## src/rtl/i2c_pkg.sv

```systemverilog
// Shared definitions for the parameterised I2C register slave: FSM state
// encoding, byte-count and synchroniser-depth limits, and a small helper.
package i2c_pkg;

    localparam int MAX_NBYTE       = 4;
    localparam int MIN_SYNC_STAGES = 2;
    localparam int MAX_SYNC_STAGES = 3;
    localparam int BYTE_CNT_W      = $clog2(MAX_NBYTE);

    typedef enum logic [3:0] {
        ST_IDLE      = 4'd0,
        ST_DEV_ADDR  = 4'd1,
        ST_DEV_ACK   = 4'd2,
        ST_REG_ADDR  = 4'd3,
        ST_REG_ACK   = 4'd4,
        ST_WR_DATA   = 4'd5,
        ST_WR_ACK    = 4'd6,
        ST_RD_DATA   = 4'd7,
        ST_RD_ACK    = 4'd8,
        ST_WAIT_STOP = 4'd9
    } i2c_state_t;

    // Index of the last byte in a multi-byte field, in byte-counter width
    function automatic logic [BYTE_CNT_W-1:0] last_byte_idx(input int nbyte);
        return BYTE_CNT_W'(nbyte - 1);
    endfunction

endpackage

```

## src/rtl/i2c_bus_sync.sv

```systemverilog
// Synchronises raw SCL/SDA into the clk domain and derives SCL edges plus
// START/STOP conditions from the synchronised values only.
module i2c_bus_sync
    import i2c_pkg::*;
#(
    parameter int SYNC_STAGES = 2
) (
    input  logic clk,
    input  logic rst,
    input  logic scl,
    input  logic sda_i,
    output logic sda_s,
    output logic scl_rise,
    output logic scl_fall,
    output logic start_det,
    output logic stop_det
);

    localparam int STAGES = (SYNC_STAGES < MIN_SYNC_STAGES) ? MIN_SYNC_STAGES :
                            (SYNC_STAGES > MAX_SYNC_STAGES) ? MAX_SYNC_STAGES : SYNC_STAGES;

    logic [STAGES-1:0] scl_sync_q, scl_sync_d;
    logic [STAGES-1:0] sda_sync_q, sda_sync_d;
    logic              scl_prev_q, scl_prev_d;
    logic              sda_prev_q, sda_prev_d;
    logic              scl_s;

    // Shift raw inputs through the synchroniser chains and keep last values
    always_comb begin
        scl_sync_d = {scl_sync_q[STAGES-2:0], scl};
        sda_sync_d = {sda_sync_q[STAGES-2:0], sda_i};
        scl_prev_d = scl_sync_q[STAGES-1];
        sda_prev_d = sda_sync_q[STAGES-1];
    end

    // Synchroniser registers reset to the idle (released) bus level
    always_ff @(posedge clk or posedge rst) begin
        if (rst) begin
            scl_sync_q <= '1;
            sda_sync_q <= '1;
            scl_prev_q <= 1'b1;
            sda_prev_q <= 1'b1;
        end else begin
            scl_sync_q <= scl_sync_d;
            sda_sync_q <= sda_sync_d;
            scl_prev_q <= scl_prev_d;
            sda_prev_q <= sda_prev_d;
        end
    end

    assign scl_s     = scl_sync_q[STAGES-1];
    assign sda_s     = sda_sync_q[STAGES-1];
    assign scl_rise  = scl_s & ~scl_prev_q;
    assign scl_fall  = ~scl_s & scl_prev_q;
    assign start_det = scl_s & scl_prev_q & sda_prev_q & ~sda_s;
    assign stop_det  = scl_s & scl_prev_q & ~sda_prev_q & sda_s;

endmodule

```

## src/rtl/i2c_slave_param.sv

```systemverilog
// I2C register-access slave: device address match, multi-byte register
// address, multi-byte write words with a single strobe, and burst reads.
// ACK states are entered on the 8th SCL rise and left on the 9th (ACK) rise,
// so sda_oe is asserted and released on the surrounding SCL falls.
module i2c_slave_param
    import i2c_pkg::*;
#(
    parameter logic [6:0] DEV_ID      = 7'h23,
    parameter int         ADDR_NBYTE  = 2,
    parameter int         DATA_NBYTE  = 2,
    parameter int         SYNC_STAGES = 2
) (
    input  logic                    clk,
    input  logic                    rst,
    input  logic                    scl,
    input  logic                    sda_i,
    output logic                    sda_oe,
    output logic [8*ADDR_NBYTE-1:0] reg_addr,
    output logic                    wr_en,
    output logic [8*DATA_NBYTE-1:0] wr_data,
    output logic                    rd_req,
    input  logic [8*DATA_NBYTE-1:0] rd_data,
    output logic                    start_o,
    output logic                    stop_o,
    output logic [3:0]              state_o,
    output logic                    busy
);

    localparam int AW = 8 * ADDR_NBYTE;
    localparam int DW = 8 * DATA_NBYTE;
    localparam logic [BYTE_CNT_W-1:0] LAST_ADDR = last_byte_idx(ADDR_NBYTE);
    localparam logic [BYTE_CNT_W-1:0] LAST_DATA = last_byte_idx(DATA_NBYTE);

    logic sda_s, scl_rise, scl_fall, start_det, stop_det;

    i2c_state_t            state_q, state_d;
    logic [2:0]            bit_cnt_q, bit_cnt_d;
    logic [BYTE_CNT_W-1:0] byte_cnt_q, byte_cnt_d;
    logic [7:0]            rx_byte_q, rx_byte_d;
    logic                  rw_q, rw_d;
    logic                  sda_oe_q, sda_oe_d;
    logic [AW-1:0]         reg_addr_q, reg_addr_d;
    logic [DW-1:0]         word_q, word_d;
    logic [DW-1:0]         wr_data_q, wr_data_d;
    logic                  wr_en_q, wr_en_d;
    logic                  rd_req_q, rd_req_d;
    logic                  rd_load_q, rd_load_d;
    logic                  start_q, start_d;
    logic                  stop_q, stop_d;

    logic [7:0]            rx_next;
    logic [AW+7:0]         addr_shift;
    logic [DW+7:0]         word_shift;
    logic                  byte_done;

    i2c_bus_sync #(.SYNC_STAGES(SYNC_STAGES)) u_bus_sync (
        .clk       (clk),
        .rst       (rst),
        .scl       (scl),
        .sda_i     (sda_i),
        .sda_s     (sda_s),
        .scl_rise  (scl_rise),
        .scl_fall  (scl_fall),
        .start_det (start_det),
        .stop_det  (stop_det)
    );

    assign rx_next    = {rx_byte_q[6:0], sda_s};
    assign addr_shift = {reg_addr_q, rx_next};
    assign word_shift = {word_q, rx_next};
    assign byte_done  = scl_rise && (bit_cnt_q == 3'd7);

    // Next-state, counter and output logic; START/STOP override every state
    always_comb begin
        state_d    = state_q;
        bit_cnt_d  = bit_cnt_q;
        byte_cnt_d = byte_cnt_q;
        rx_byte_d  = rx_byte_q;
        rw_d       = rw_q;
        sda_oe_d   = sda_oe_q;
        reg_addr_d = reg_addr_q;
        word_d     = word_q;
        wr_data_d  = wr_data_q;
        wr_en_d    = 1'b0;
        rd_req_d   = 1'b0;
        rd_load_d  = rd_req_q;
        start_d    = start_det;
        stop_d     = stop_det;

        if (wr_en_q) reg_addr_d = reg_addr_q + AW'(1);
        if (rd_load_q) word_d = rd_data;

        if (start_det) begin
            state_d    = ST_DEV_ADDR;
            bit_cnt_d  = 3'd0;
            byte_cnt_d = '0;
            sda_oe_d   = 1'b0;
            rd_load_d  = 1'b0;
        end else if (stop_det) begin
            state_d    = ST_IDLE;
            bit_cnt_d  = 3'd0;
            byte_cnt_d = '0;
            sda_oe_d   = 1'b0;
            rd_load_d  = 1'b0;
        end else begin
            case (state_q)
                ST_IDLE, ST_WAIT_STOP: sda_oe_d = 1'b0;
                ST_DEV_ADDR, ST_REG_ADDR, ST_WR_DATA: begin
                    if (scl_fall) sda_oe_d = 1'b0;
                    if (scl_rise) begin
                        rx_byte_d = rx_next;
                        bit_cnt_d = bit_cnt_q + 3'd1;
                    end
                    if (byte_done) begin
                        if (state_q == ST_DEV_ADDR) begin
                            rw_d    = rx_next[0];
                            state_d = (rx_next[7:1] == DEV_ID) ? ST_DEV_ACK : ST_WAIT_STOP;
                        end else if (state_q == ST_REG_ADDR) begin
                            reg_addr_d = addr_shift[AW-1:0];
                            state_d    = ST_REG_ACK;
                        end else begin
                            word_d  = word_shift[DW-1:0];
                            state_d = ST_WR_ACK;
                        end
                    end
                end
                ST_DEV_ACK: begin
                    if (scl_fall) sda_oe_d = 1'b1;
                    if (scl_rise) begin
                        byte_cnt_d = '0;
                        if (rw_q) begin
                            rd_req_d = 1'b1;
                            state_d  = ST_RD_DATA;
                        end else begin
                            state_d  = ST_REG_ADDR;
                        end
                    end
                end
                ST_REG_ACK: begin
                    if (scl_fall) sda_oe_d = 1'b1;
                    if (scl_rise) begin
                        if (byte_cnt_q == LAST_ADDR) begin
                            byte_cnt_d = '0;
                            state_d    = ST_WR_DATA;
                        end else begin
                            byte_cnt_d = byte_cnt_q + 1'b1;
                            state_d    = ST_REG_ADDR;
                        end
                    end
                end
                ST_WR_ACK: begin
                    if (scl_fall) sda_oe_d = 1'b1;
                    if (scl_rise) begin
                        state_d = ST_WR_DATA;
                        if (byte_cnt_q == LAST_DATA) begin
                            byte_cnt_d = '0;
                            wr_en_d    = 1'b1;
                            wr_data_d  = word_q;
                        end else begin
                            byte_cnt_d = byte_cnt_q + 1'b1;
                        end
                    end
                end
                ST_RD_DATA: begin
                    if (scl_fall) begin
                        sda_oe_d = ~word_q[DW-1];
                        word_d   = {word_q[DW-2:0], 1'b0};
                    end
                    if (scl_rise) begin
                        bit_cnt_d = bit_cnt_q + 3'd1;
                        if (bit_cnt_q == 3'd7) state_d = ST_RD_ACK;
                    end
                end
                ST_RD_ACK: begin
                    if (scl_fall) sda_oe_d = 1'b0;
                    if (scl_rise) begin
                        state_d = sda_s ? ST_WAIT_STOP : ST_RD_DATA;
                        if (byte_cnt_q == LAST_DATA) begin
                            byte_cnt_d = '0;
                            reg_addr_d = reg_addr_q + AW'(1);
                            rd_req_d   = ~sda_s;
                        end else begin
                            byte_cnt_d = byte_cnt_q + 1'b1;
                        end
                    end
                end
                default: begin
                    state_d  = ST_IDLE;
                    sda_oe_d = 1'b0;
                end
            endcase
        end
    end

    // State and datapath registers; reset aborts any transfer silently
    always_ff @(posedge clk or posedge rst) begin
        if (rst) begin
            state_q    <= ST_IDLE;
            bit_cnt_q  <= 3'd0;
            byte_cnt_q <= '0;
            rx_byte_q  <= 8'd0;
            rw_q       <= 1'b0;
            sda_oe_q   <= 1'b0;
            reg_addr_q <= '0;
            word_q     <= '0;
            wr_data_q  <= '0;
            wr_en_q    <= 1'b0;
            rd_req_q   <= 1'b0;
            rd_load_q  <= 1'b0;
            start_q    <= 1'b0;
            stop_q     <= 1'b0;
        end else begin
            state_q    <= state_d;
            bit_cnt_q  <= bit_cnt_d;
            byte_cnt_q <= byte_cnt_d;
            rx_byte_q  <= rx_byte_d;
            rw_q       <= rw_d;
            sda_oe_q   <= sda_oe_d;
            reg_addr_q <= reg_addr_d;
            word_q     <= word_d;
            wr_data_q  <= wr_data_d;
            wr_en_q    <= wr_en_d;
            rd_req_q   <= rd_req_d;
            rd_load_q  <= rd_load_d;
            start_q    <= start_d;
            stop_q     <= stop_d;
        end
    end

    assign sda_oe   = sda_oe_q;
    assign reg_addr = reg_addr_q;
    assign wr_en    = wr_en_q;
    assign wr_data  = wr_data_q;
    assign rd_req   = rd_req_q;
    assign start_o  = start_q;
    assign stop_o   = stop_q;
    assign state_o  = state_q;
    assign busy     = (state_q != ST_IDLE);

endmodule

```

## config.mk

```make
export PLATFORM = sky130hd
export DESIGN_NAME = i2c_slave_param
export DESIGN_NICKNAME = d
export VERILOG_FILES = /design/src/rtl/i2c_pkg.sv /design/src/rtl/i2c_bus_sync.sv /design/src/rtl/i2c_slave_param.sv
export SDC_FILE = /design/constraint.sdc
export NUM_CORES = 1
export LEC_CHECK = 0
export ABC_AREA = 1
export CAP_MARGIN = 20
export CORE_UTILIZATION = 51
export CTS_BUF_LIST = sky130_fd_sc_hd__clkbuf_4 sky130_fd_sc_hd__clkbuf_8 sky130_fd_sc_hd__clkbuf_16
export CTS_CLUSTER_SIZE = 16
export DETAILED_ROUTE_END_ITERATION = 12
export GPL_TIMING_DRIVEN = 0
export PLACE_DENSITY = 0.75
export SLEW_MARGIN = 40
export SYNTH_ARGS = -nofsm -noshare
export SYNTH_HDL_FRONTEND = slang
export SYNTH_SLANG_ARGS = --single-unit
```

## constraint.sdc

```tcl
create_clock -name clk -period 2.9 [get_ports clk]
set_input_delay 0.58 -clock clk [delete_from_list [all_inputs] [get_ports clk]]
set_output_delay 0.58 -clock clk [all_outputs]
set_load 0.02 [all_outputs]
```

Word-level counts from Yosys, hierarchy flattened
Cells that the tools add are included.
{"block": "classes", "n_addsub": 3, "n_eq_ne": 24, "muxes": 63, "bitwise": 14, "n_reduce_logical": 19}
{"op": "two-way mux 16 bit", "count": 15}
{"op": "one-hot mux 16 bit (2 select lines)", "count": 2}
{"op": "two-way mux 4 bit", "count": 12}
{"op": "!= test 4 bit, second input constant", "count": 8}
{"op": "one-hot mux 4 bit (7 select lines)", "count": 1}
{"op": "two-way mux 1 bit", "count": 18}
{"op": "two-way mux 3 bit", "count": 6}
{"op": "adder 16 x 1 -> 16 bit, second input constant", "count": 1}
{"op": "== test 4 x 3 -> 1 bit, second input constant", "count": 4}
{"op": "two-way mux 2 bit", "count": 6}
{"op": "!= test 4 x 1 -> 1 bit, second input constant", "count": 3}
{"op": "AND reduction 5 bit", "count": 2}
{"op": "OR reduction 3 bit", "count": 3}
{"op": "== test 4 x 2 -> 1 bit, second input constant", "count": 2}
{"op": "== test 4 bit, second input constant", "count": 2}
{"op": "AND reduction 8 bit", "count": 1}
{"op": "nonzero test 4 bit", "count": 2}
{"op": "OR reduction 4 bit", "count": 2}
{"op": "bitwise AND 1 bit", "count": 7}
{"op": "== test 7 x 6 -> 1 bit, second input constant", "count": 1}
{"op": "NOT 1 bit", "count": 7}
{"op": "AND reduction 3 bit", "count": 2}
{"op": "nonzero test 3 bit", "count": 2}
{"op": "== test 4 x 1 -> 1 bit, second input constant", "count": 1}
{"op": "13 further kinds", "count": 13}
{"block": "word_totals", "ff_bits": 77, "inputBits": 20, "output_inout_bits": 42, "elab_cells": 141}

Longest topological paths before layout
{"block": "depth", "ltp_word": 8, "ltp_mapped": 11, "ltp_nobuf": 10}

Modules after synthesis
A second synthesis with hierarchy kept.
{"block": "unflattened", "cells_unflattened": 641, "area_unflattened_um2": 4673.2}
{"mod": "i2c_slave_param", "n_inst": 1, "cells_per_inst": 623, "area_per_inst_um2": 4470.5, "seq_area_each_um2": 1776.7}
{"mod": "i2c_bus_sync", "n_inst": 1, "cells_per_inst": 18, "area_per_inst_um2": 202.7, "seq_area_each_um2": 157.7}

Worst setup path before layout
Ideal clock, no wire load.
{"block": "synth_timing", "path_type": "reg2reg", "startpoint": "register reg_addr_q[1], in the netlist reg_addr[1]", "endpoint": "register reg_addr_q[10], in the netlist reg_addr[10]", "arrival_time_ns": 1.508, "slack_ns": 1.268, "path_stages_with_launch": 9, "path_buffers": 0, "period_less_slack_ns": 1.632, "path_cell_list": "dfrtp_1 > ha_1 > nand3_1 > nor2_1 > nand3_1 > nand3_1 > nand3_1 > nand2_1 > nand3_1"}
{"block": "synth_between", "elab_chain_cells": 8}
{"element": "from (decl)", "line": "i2c_slave_param.sv:42", "text": "logic [AW-1:0] reg_addr_q, reg_addr_d;"}
{"element": "from (signal assigned)", "line": "i2c_slave_param.sv:219", "text": "reg_addr_q <= reg_addr_d;"}
{"element": "adder 16 x 1 -> 16 bit *", "line": "i2c_slave_param.sv:90, i2c_slave_param.sv:180"}
{"element": "two-way mux 16 bit", "line": "i2c_slave_param.sv:90", "text": "if (wr_en_q) reg_addr_d = reg_addr_q + AW'(1);"}
{"element": "two-way mux 16 bit", "line": "i2c_slave_param.sv:118", "text": "end else if (state_q == ST_REG_ADDR) begin"}
{"element": "two-way mux 16 bit", "line": "i2c_slave_param.sv:115", "text": "if (state_q == ST_DEV_ADDR) begin"}
{"element": "two-way mux 16 bit", "line": "i2c_slave_param.sv:114", "text": "if (byte_done) begin"}
{"element": "one-hot mux 16 bit (2 select lines)", "line": "i2c_slave_param.sv:106", "text": "case (state_q)"}
{"element": "two-way mux 16 bit", "line": "i2c_slave_param.sv:99", "text": "end else if (stop_det) begin"}
{"element": "two-way mux 16 bit *", "line": "i2c_slave_param.sv:93", "text": "if (start_det) begin"}
{"element": "via reg_addr_d[10]", "line": "i2c_slave_param.sv:42"}
The timed path passes the listed nets; every way through them passes the cells marked *.
A chain may end at the register's enable or synchronous reset.

Final worst setup path
{"block": "layout_timing", "startpoint": "register state_q[3], in the netlist state_o[3]", "endpoint": "output port busy"}
{"block": "layout_between", "elab_chain_cells": 1}
{"element": "from (decl)", "line": "i2c_slave_param.sv:36", "text": "i2c_state_t state_q, state_d;"}
{"element": "from (signal assigned)", "line": "i2c_slave_param.sv:213", "text": "state_q <= state_d;"}
{"element": "nonzero test 4 bit", "line": "i2c_slave_param.sv:238", "text": "assign busy = (state_q != ST_IDLE);"}
{"element": "to (decl)", "line": "i2c_slave_param.sv:26", "text": "output logic busy"}
Every way passes these cells.

==> reports/summary.txt <==
Most area-consuming cells after synthesis: dfrtp_1 (40%), nand2_1 (16%), nand3_1 (7.7%)
Arr. time, crit path: 1.78 ns
H-tree levels: 3
Layout area overhead: 22.0%
DP Wirelength: 8.63 mm
Syn avg cell area: 7.33 µm²
Core Region: 8300 µm²
Cells after Synth: 602
Worst r2r src: bit_cnt_q[0]
Via count: 4,295
Async SR Flop Fraction: 1.00
Final setup viols: 0
Share of post-route cells with drive strength above 1: 0.0897
Yosys cell types: 36
Mapped Nets: 625
Vias in the first global route: 4,001
Setup TNS: 0 ns
Fin. Hold Viols: 0
Synth top cells by count: nand2_1 (184), inv_1 (73), dfrtp_1 (71), nand3_1 (68), o21ai_0 (60)
Worst path cell trace: nor2_2 -> nand2_1 -> clkdlybuf4s50_1
Post-route minimum period: 2.36 ns
Root Buffer: clkbuf_8
Clock buffer depth: 2
Cts bufs inserted: 9
Min-delay src: u_bus_sync.sda_sync_q[0]
Max incr delay on CP: 0.56 ns
DR vias/cell: 5.47
Drt pass-1 iters: 5
Crit path max-delay family: buffers and inverters
Post-route ant nets: 0
Ant diodes: 0
Die area: 9030 µm²
Slowest stage cell, crit path: clkdlybuf4s50_1
Combinational share of power: 0.228
Clock share of power: 0.301
Count leader, synth: nand2_1
Power Total: 2.84 mW
Die Span X: 95.0 µm
Initial core utilization: 0.532
Status: finished, final reports clean
Slew headroom: 0.618
Post-route met1 wirelength: 5.28 mm
Hold Path Class: reg -> reg
Drt total wl: 11.7 mm
Worst-Skew Late Latency: 0.36 ns
Number of top-level pins: 62
Final #Nets: 698
Switching part of the total: 0.350
Power per standard cell area: 528 nW/µm²
Placed cell count: 769
Reg2Reg Depth: 9
Post-CTS sizing: 0
Setup crit end kind: output pin
Worst-path clk slew: 0.09 ns
R2R Setup Slk: 0.92 ns
Clock skew after layout: 0.0121 ns
Global Route Usage Sum: 0.278
# rows: 33
Clk sink count: 77
CTS tree: built
FMAX: 424 MHz
Synth Cell Area: 4410 µm²
Final non-filler cell total: 785
Worst Tran Pin Value: 0.573 ns
Post-synthesis sequential element count: 77
CP required: 2.32 ns
Synth warn: 0
EDFF count, synth: 0
Critical Path Fanout Max: 6
Hold Path Sink: u_bus_sync.sda_sync_q[1]
Sequential share of power: 0.471
DRC: 0
Hold depth: 0
Top FF cell, synth: dfrtp_1
Met2 wire len: 5.63 mm
Crit Path Category: reg -> out
Switch Pwr: 994 µW
Placer congestion estimate: 0.908
Buf/Inv on CP: 1
CP Launch Type: flip-flop
Total of max-cap violations: 0
Max-slew violations: 0
Internal power: 1.85 mW
Sequential share of the synthesized area: 0.438
Yosys top cell area share: 0.403
GRT overflow: 0
RSZ-0062 raised after global routing: no
Final period util: 0.813
Met3 routed wirelength: 708 µm
First-pass GRT wire length: 19.3 mm
Avg WL per Cell: 14.9 µm
Die height: 95.0 µm
Largest net degree at the start of global routing: 43
Initial antenna violation count: 0
Hold_buf cts: 0
Worst ir drop on vdd: 0.276 mV
Reg2reg end: reg_addr[0]
1st-iter DRT viols: 240
IO Port Bufs: 61
Postcts setup bufs: 0
Synth area leader: dfrtp_1
Highest metal used: met4
Leakage Power: 2.51 nW
-- cell type report --
| cell class | count | area (µm²) |
|---|---|---|
| fillers | 751 | 2920 |
| repair buffers | 62 | 631 |
| inverters | 79 | 302 |
| clock buffers | 10 | 131 |
| flip-flops and latches | 77 | 1930 |
| plain buffers | 17 | 91.3 |
| multi-input cells | 429 | 2090 |
| well taps | 105 | 131 |
| clock inverters | 6 | 71.3 |
-- power by group through the flow --
stage               sequential, mW  clock, mW  combinational (mW)
CTS                           1.34      0.873               0.646
floorplan                     1.33          0               0.440
finish                        1.34      0.857               0.647
detailed placement            1.36          0               0.640
global route                  1.35      0.934               0.743
global placement              1.35          0               0.620
-- per-layer routing --
layer	vias up	GRT usage
met1	2015	0.368
met2	147	0.463
li1	2128	-
met3	5	0.0494
met4	0	0.0871
met5	-	0
-- worst max-delay path by stage --
stage / slack [ns] / cells after the start / startpoint / endpoint
after floorplan: 0.36 / 1 / rst / bit_cnt_q[0]
after global placement: -0.89 / 2 / rst / reg_addr[11]
after detailed placement: 0.95 / 3 / state_o[3] / busy
after CTS: 0.54 / 3 / state_o[3] / busy
after global routing: 0.42 / 3 / state_o[3] / busy
final: 0.54 / 3 / state_o[3] / busy
-- state kept, by name, indices dropped and copies added, names as in the netlist --
| register | flops |
|---|---|
| reg_addr | 16 |
| word_q | 16 |
| wr_data | 16 |
| rx_byte_q | 7 |
| state_o | 4 |
| bit_cnt_q | 3 |
| byte_cnt_q | 2 |
| u_bus_sync.scl_sync_q | 2 |
| u_bus_sync.sda_sync_q | 2 |
| rd_load_q | 1 |
| rd_req | 1 |
| rw_q | 1 |
| sda_oe | 1 |
| start_o | 1 |
| stop_o | 1 |
| u_bus_sync.scl_prev_q | 1 |
| u_bus_sync.sda_prev_q | 1 |
| wr_en | 1 |
-- layout by cell type (no fill, tap or decap), drive strengths merged --
cell           instances
o21bai                 2
o211ai                 3
o2111ai                1
nand3                 70
dfstp                  6
clkinvlp               2
clkinv                 1
inv                   81
buf                   12
nand4                 14
nor2                  33
a31oi                  1
bufinv                 1
o21ai                 68
a21oi                 10
clkdlybuf4s50         61
o22ai                  4
a211oi                 1
nand2                192
dfrtp                 71
xnor2                  1
nand3b                 2
a22oi                 17
a32oi                  1
nor3                   2
ha                     3
clkbuf                16
and2                   1
xor2                   3
-- through the flow --
| stage | hold WS (ns) | worst slack [ns] | utilization | area, µm² |
|---|---|---|---|---|
| floorplan | 0.345 | 0.363 | - | 4410 |
| global placement | 0.346 | -0.892 | 0.621 | 5150 |
| detailed placement | 0.347 | 0.950 | 0.624 | 5180 |
| CTS | 0.359 | 0.541 | 0.649 | 5380 |
| global route | 0.369 | 0.424 | 0.649 | 5380 |
| finish | 0.358 | 0.543 | 0.649 | 5380 |
-- logic make-up after synthesis --
group,after synthesis,synth area share
simple gates,314,0.314
compound gates,108,0.143
buf+inv,96,0.0879
flops,77,0.438
xor+xnor,4,0.00794
fa+ha+maj,3,0.00851
(Power assumes the default switching activity.)
